`src/rtl/hdr_merge_n.sv`:
```
// hdr_merge_n: N-exposure HDR pixel merge, hat-weighted mean of NUM_EXP samples.
// Ports: clk, rst_n (async active-low), in_valid/in_ready + data_i/user_i (input beat),
//        out_valid/out_ready + data_o/user_o (merged pixel and its sideband).
// Macro HDR_MERGE_ROUND_EN: round half up on the quotient; otherwise truncate.
// Pipeline: weights, products, sums, PIX_WIDTH divider stages, output register.
module hdr_merge_n #(
  parameter int NUM_EXP    = 2,
  parameter int PIX_WIDTH  = 8,
  parameter int USER_WIDTH = 2
) (
  input  logic                          clk,
  input  logic                          rst_n,
  input  logic                          in_valid,
  output logic                          in_ready,
  input  logic [NUM_EXP*PIX_WIDTH-1:0]  data_i,
  input  logic [USER_WIDTH-1:0]         user_i,
  output logic                          out_valid,
  input  logic                          out_ready,
  output logic [PIX_WIDTH-1:0]          data_o,
  output logic [USER_WIDTH-1:0]         user_o
);
  localparam int PW  = PIX_WIDTH;
  localparam int CL  = $clog2(NUM_EXP);
  localparam int WW  = PW - 1;
  localparam int DW  = WW + CL;
  localparam int PRW = 2 * PW - 1;
  localparam int EW  = PRW + CL;
  localparam logic [PW-1:0] M = '1;
  localparam logic [PW-1:0] H = M >> 1;
  logic                  ce;
  logic [WW-1:0]         w_d  [NUM_EXP];
  logic [WW-1:0]         w1_q [NUM_EXP];
  logic [PW-1:0]         z1_q [NUM_EXP];
  logic [USER_WIDTH-1:0] u1_q;
  logic                  v1_q;
  logic [PRW-1:0]        p_d  [NUM_EXP];
  logic [PRW-1:0]        p2_q [NUM_EXP];
  logic [PW-1:0]         z2_q [NUM_EXP];
  logic [DW-1:0]         d_d, d2_q;
  logic [USER_WIDTH-1:0] u2_q;
  logic                  v2_q;
  logic [EW-1:0]         e_d;
  logic [PW-1:0]         zm_d;
  // slot 0 is the sum stage; slots 1..PW each resolve one quotient bit, MSB first
  logic [EW-1:0]         r_q  [0:PW];
  logic [DW-1:0]         dd_q [0:PW];
  logic [PW-1:0]         q_q  [0:PW];
  logic                  zf_q [0:PW];
  logic [PW-1:0]         zm_q [0:PW];
  logic [USER_WIDTH-1:0] u_q  [0:PW];
  logic                  v_q  [0:PW];
  logic [EW-1:0]         sh   [1:PW];
  logic                  ge   [1:PW];
  logic                  rnd;
  logic [PW:0]           qr;
  logic [PW-1:0]         res;
  assign ce       = out_ready | ~out_valid;
  assign in_ready = ce;
  always_comb begin
    d_d  = '0;
    e_d  = '0;
    zm_d = '0;
    for (int k = 0; k < NUM_EXP; k++) begin
      w_d[k] = (data_i[k*PW +: PW] <= H) ? data_i[k*PW +: WW] : WW'(M - data_i[k*PW +: PW]);
      p_d[k] = PRW'(w1_q[k]) * PRW'(z1_q[k]);
      d_d    = d_d + DW'(w1_q[k]);
      e_d    = e_d + EW'(p2_q[k]);
      zm_d   = (z2_q[k] > zm_d) ? z2_q[k] : zm_d;
    end
  end
  always_comb begin
    for (int k = 1; k <= PW; k++) begin
      sh[k] = EW'(dd_q[k-1]) << (PW - k);
      ge[k] = r_q[k-1] >= sh[k];
    end
  end
`ifdef HDR_MERGE_ROUND_EN
  // final remainder is below D, so its low DW bits hold it exactly
  assign rnd = {r_q[PW][DW-1:0], 1'b0} >= {1'b0, dd_q[PW]};
`else
  assign rnd = 1'b0;
`endif
  assign qr  = {1'b0, q_q[PW]} + (PW+1)'(rnd);
  assign res = qr[PW] ? M : qr[PW-1:0];
  always_ff @(posedge clk or negedge rst_n) begin
    if (!rst_n) begin
      v1_q <= 1'b0;
      u1_q <= '0;
      v2_q <= 1'b0;
      u2_q <= '0;
      d2_q <= '0;
      for (int k = 0; k < NUM_EXP; k++) begin
        w1_q[k] <= '0;
        z1_q[k] <= '0;
        p2_q[k] <= '0;
        z2_q[k] <= '0;
      end
      for (int k = 0; k <= PW; k++) begin
        r_q[k]  <= '0;
        dd_q[k] <= '0;
        q_q[k]  <= '0;
        zf_q[k] <= 1'b0;
        zm_q[k] <= '0;
        u_q[k]  <= '0;
        v_q[k]  <= 1'b0;
      end
      out_valid <= 1'b0;
      data_o    <= '0;
      user_o    <= '0;
    end else if (ce) begin
      v1_q <= in_valid;
      u1_q <= user_i;
      v2_q <= v1_q;
      u2_q <= u1_q;
      d2_q <= d_d;
      for (int k = 0; k < NUM_EXP; k++) begin
        w1_q[k] <= w_d[k];
        z1_q[k] <= data_i[k*PW +: PW];
        p2_q[k] <= p_d[k];
        z2_q[k] <= z1_q[k];
      end
      r_q[0]  <= e_d;
      dd_q[0] <= d2_q;
      q_q[0]  <= '0;
      zf_q[0] <= (d2_q == '0);
      zm_q[0] <= zm_d;
      u_q[0]  <= u2_q;
      v_q[0]  <= v2_q;
      for (int k = 1; k <= PW; k++) begin
        r_q[k]  <= ge[k] ? r_q[k-1] - sh[k] : r_q[k-1];
        q_q[k]  <= q_q[k-1] | (PW'(ge[k]) << (PW - k));
        dd_q[k] <= dd_q[k-1];
        zf_q[k] <= zf_q[k-1];
        zm_q[k] <= zm_q[k-1];
        u_q[k]  <= u_q[k-1];
        v_q[k]  <= v_q[k-1];
      end
      out_valid <= v_q[PW];
      data_o    <= zf_q[PW] ? zm_q[PW] : res;
      user_o    <= u_q[PW];
    end
  end
endmodule

```
`config.mk`:
```
export PLATFORM = sky130hd
export DESIGN_NAME = hdr_merge_n
export DESIGN_NICKNAME = d
export VERILOG_FILES = /design/src/rtl/hdr_merge_n.sv
export SDC_FILE = /design/constraint.sdc
export NUM_CORES = 1
export LEC_CHECK = 0
export BUFFER_PORTS_ARGS = -buffer_cell sky130_fd_sc_hd__buf_2
export CAP_MARGIN = 10
export CORE_UTILIZATION = 50
export DETAILED_ROUTE_END_ITERATION = 10
export PLACE_DENSITY = 0.74
export SLEW_MARGIN = 40
export SYNTH_ARGS = -nofsm -noshare
export SYNTH_HDL_FRONTEND = slang
export SYNTH_SLANG_ARGS = --single-unit
```
`constraint.sdc`:
```
create_clock -name clk -period 7.8 [get_ports clk]
set_input_delay 0.78 -clock clk [delete_from_list [all_inputs] [get_ports clk]]
set_output_delay 0.78 -clock clk [all_outputs]
set_load 0.005 [all_outputs]
```
==> impl_metrics.env <==
export IMPL_maxSlewViolCount=0
export IMPL_drt_total_wl_um=56300
export IMPL_path_class="flip-flop to flip-flop"
export IMPL_clk_path_buf_depth=3
export IMPL_finClkSkew_ns=0.0428
export IMPL_period_share_pct=60.6
export IMPL_slowest_stage="or4b_2"
export IMPL_routabilityCongestion=0.878
export IMPL_post_place_ws_ns=3.09
export IMPL_yosysWarnings=0
export IMPL_async_flop_share_pct=100
export IMPL_vias=19300
export IMPL_track_usage_pct=22.7
export IMPL_initial_core_util_pct=50.9
export IMPL_cpLargestDelayFamily="adder cells"
export IMPL_status="finished, final reports clean"
export IMPL_die_w_um=226
export IMPL_nNetsFinal=3044
export IMPL_first_pass_iters=6
export IMPL_yosysUniqueCellTypes=76
export IMPL_stdcell_count=3496
export IMPL_syn_nets=3069
export IMPL_synthTopCellsByArea="dfrtp_1 44%, nand2_1 12%, ha_1 8.0%"
export IMPL_cp_end_kind="flip-flop"
export IMPL_grt_max_degree=200
export IMPL_cts_buffers=47
export IMPL_setup_viol=0
export IMPL_ys_seq_area_share_pct=43.6
export IMPL_final_hold_viol_count=0
export IMPL_ant_nets=0
export IMPL_grt_setup_unrepaired="no"
export IMPL_syn_cell_area_sq_um=25100
export IMPL_cp_slowest_stage_delay_ns=0.61
export IMPL_fin_tns_setup_ns=0
export IMPL_critPathBufInv=4
export IMPL_worstPathRequired_ns=8.30
export IMPL_synth_most_common_cell="nand2_1"
export IMPL_crit_path_start_kind="flip-flop"
export IMPL_hp_class="primary input to asynchronous set/reset pin"
export IMPL_routed_via_density=5.53
export IMPL_synthCells=2820
export IMPL_grt_pass1_vias=19000
export IMPL_cts_hold_buf=0
export IMPL_drive_gt1_share_pct=5.54
export IMPL_cts_htree_levels=2
export IMPL_synth_ff_type="dfrtp_1"
export IMPL_cap_violations=0
export IMPL_antenna_found_initial=0
export IMPL_grt_pass1_wl_um=94800
export IMPL_drt_iter0_drc=1549
export IMPL_cp_arrival_ns=5.22
export IMPL_die_area_sq_um=51100
export IMPL_synth_common_cells="823 x nand2_1, 437 x dfrtp_1, 189 x o21ai_0, 160 x ha_1, 148 x inv_1"
export IMPL_io_pins=34
export IMPL_diodes=0
export IMPL_syn_area_per_cell_sq_um=8.89
export IMPL_max_freq_mhz=212
export IMPL_cts_tree="yes"
export IMPL_worst_pin_slew_ns=0.826
export IMPL_cts_sinks=437
export IMPL_die_h_um=226
export IMPL_grt_overflow=0
export IMPL_drc_errors=0
export IMPL_portBuffers=33
export IMPL_place_inst=3410
export IMPL_num_rows=81
export IMPL_synth_edf_count=0
export IMPL_cp_max_fo=10
export IMPL_cts_resized=0
export IMPL_clkTransAtPathRegs_ns=0.06
export IMPL_post_cts_buffers=0
export IMPL_synth_largest_area_cell="dfrtp_1"
export IMPL_detail_route_wl_per_cell_um=16.1
export IMPL_setup_slack_ns=3.08
export IMPL_max_slew_margin_pct=44.9
export IMPL_worstSkewPairLatency_ns=0.60
export IMPL_core_area_sq_um=49300
export IMPL_hpwl_um=39300
export IMPL_cts_root_buf="clkbuf_16"
export IMPL_crit_chain="and2_1, fa_1, inv_1, fa_1, inv_1, fa_1, inv_1, fa_1, inv_1, ha_1, o21a_1, a41oi_1, a21oi_1, or4b_2, nand3_1"
export IMPL_synth_seq_cells=437
export IMPL_netlist_area_leader_share_pct=43.6
export IMPL_areaGrowthSynthToFinish_pct=9.24
export IMPL_period_needed_ns=4.72
==> sequential cells by signal, summed over array words and instances, names as in the netlist <==
signal	cells
p2_q	30
z2_q	16
dd_q	64
v2_q	1
z1_q	16
out_valid	1
u_q	18
u2_q	2
d2_q	8
q_q	36
data_o	8
user_o	2
u1_q	2
zf_q	9
zm_q	72
w1_q	14
v_q	9
r_q	128
v1_q	1
==> worst register-to-register path, stage by stage (launching register included) <==
cell and delay (ns):
dfrtp_1 0.49, and2_1 0.23, fa_1 0.53, inv_1 0.05
fa_1 0.48, inv_1 0.05, fa_1 0.52, inv_1 0.05
fa_1 0.53, inv_1 0.04, ha_1 0.32, o21a_1 0.21
a41oi_1 0.31, a21oi_1 0.12, or4b_2 0.61, nand3_1 0.10
==> logic make-up (layout without fill, tap and decap cells) <==
family / count (synthesis) / count (layout) / synth area share, %
muxes: 44 / 44 / 1.79
adders and majority gates: 227 / 227 / 13.3
AOI/OAI and AO/OA: 501 / 501 / 12.5
xor gates and xnor gates: 63 / 63 / 2.20
DFF: 437 / 437 / 43.6
buffers and inverters: 269 / 281 / 4.11
and+or+nand+nor: 1279 / 1279 / 22.5
==> cell usage in the layout, fill, tap and decap left out, types with 12 or more instances in the layout <==
master,n
buf_2,32
nor2_1,142
o21a_1,29
and2_1,96
a31oi_1,28
or3_1,19
nor2b_1,22
inv_1,148
xor2_1,18
dfrtp_1,437
xnor2_1,45
ha_1,160
clkbuf_1,13
nand3_1,37
clkbuf_16,47
a21oi_1,91
o21ai_0,189
o211ai_1,12
a211oi_1,19
nor3_1,38
nand2_1,823
o31ai_1,24
fa_1,67
mux2i_1,38
a21o_1,25
==> final cells by class <==
| class | count | area (sq um) |
|---|---|---|
| fillers | 4374 | 21900 |
| flip-flops and latches | 437 | 10900 |
| clock buffers | 70 | 1360 |
| well taps | 664 | 831 |
| clock inverters | 16 | 214 |
| repair buffers | 46 | 357 |
| inverters | 149 | 572 |
| multi-input cells | 2114 | 13100 |
==> path summary, 6_finish.rpt <==
check | endpoint | slack [ns] | startpoint | cells after the start
worst max-delay path | p2_q[28] | 3.08 | w1_q[10] | 15
worst min-delay path | r_q[39] | 0.10 | rst_n | 1
worst max register to register | p2_q[28] | 3.08 | w1_q[10] | 15
worst min register to register | zm_q[63] | 0.46 | zm_q[71] | 2
max in group asynchronous | u2_q[0] | 5.98 | rst_n | 4
min in group clk | u1_q[1] | 0.42 | user_i[1] | 3
==> metrics by stage <==
stage | area, sq um | utilization [%] | hold slack, ns
floorplan | 25100 | - | 0.430
global placement | 25700 | 52.2 | 0.448
detailed placement | 25800 | 52.4 | 0.451
CTS | 27400 | 55.6 | 0.0896
global route | 27400 | 55.6 | 0.121
finish | 27400 | 55.6 | 0.101
==> layer usage <==
| metal | routed length (um) | GRT usage [%] | vias to the layer above |
|---|---|---|---|
| met1 | 25400 | 30.8 | 9452 |
| met5 | 0 | 0 | - |
| met3 | 1920 | 2.63 | 100 |
| met4 | 1600 | 7.79 | 0 |
| met2 | 27400 | 37.8 | 352 |
| li1 | - | - | 9414 |
Power is left out: the tool's default activity adds up to more than one toggle a clock period on the data nets, which glitch-free logic cannot reach.
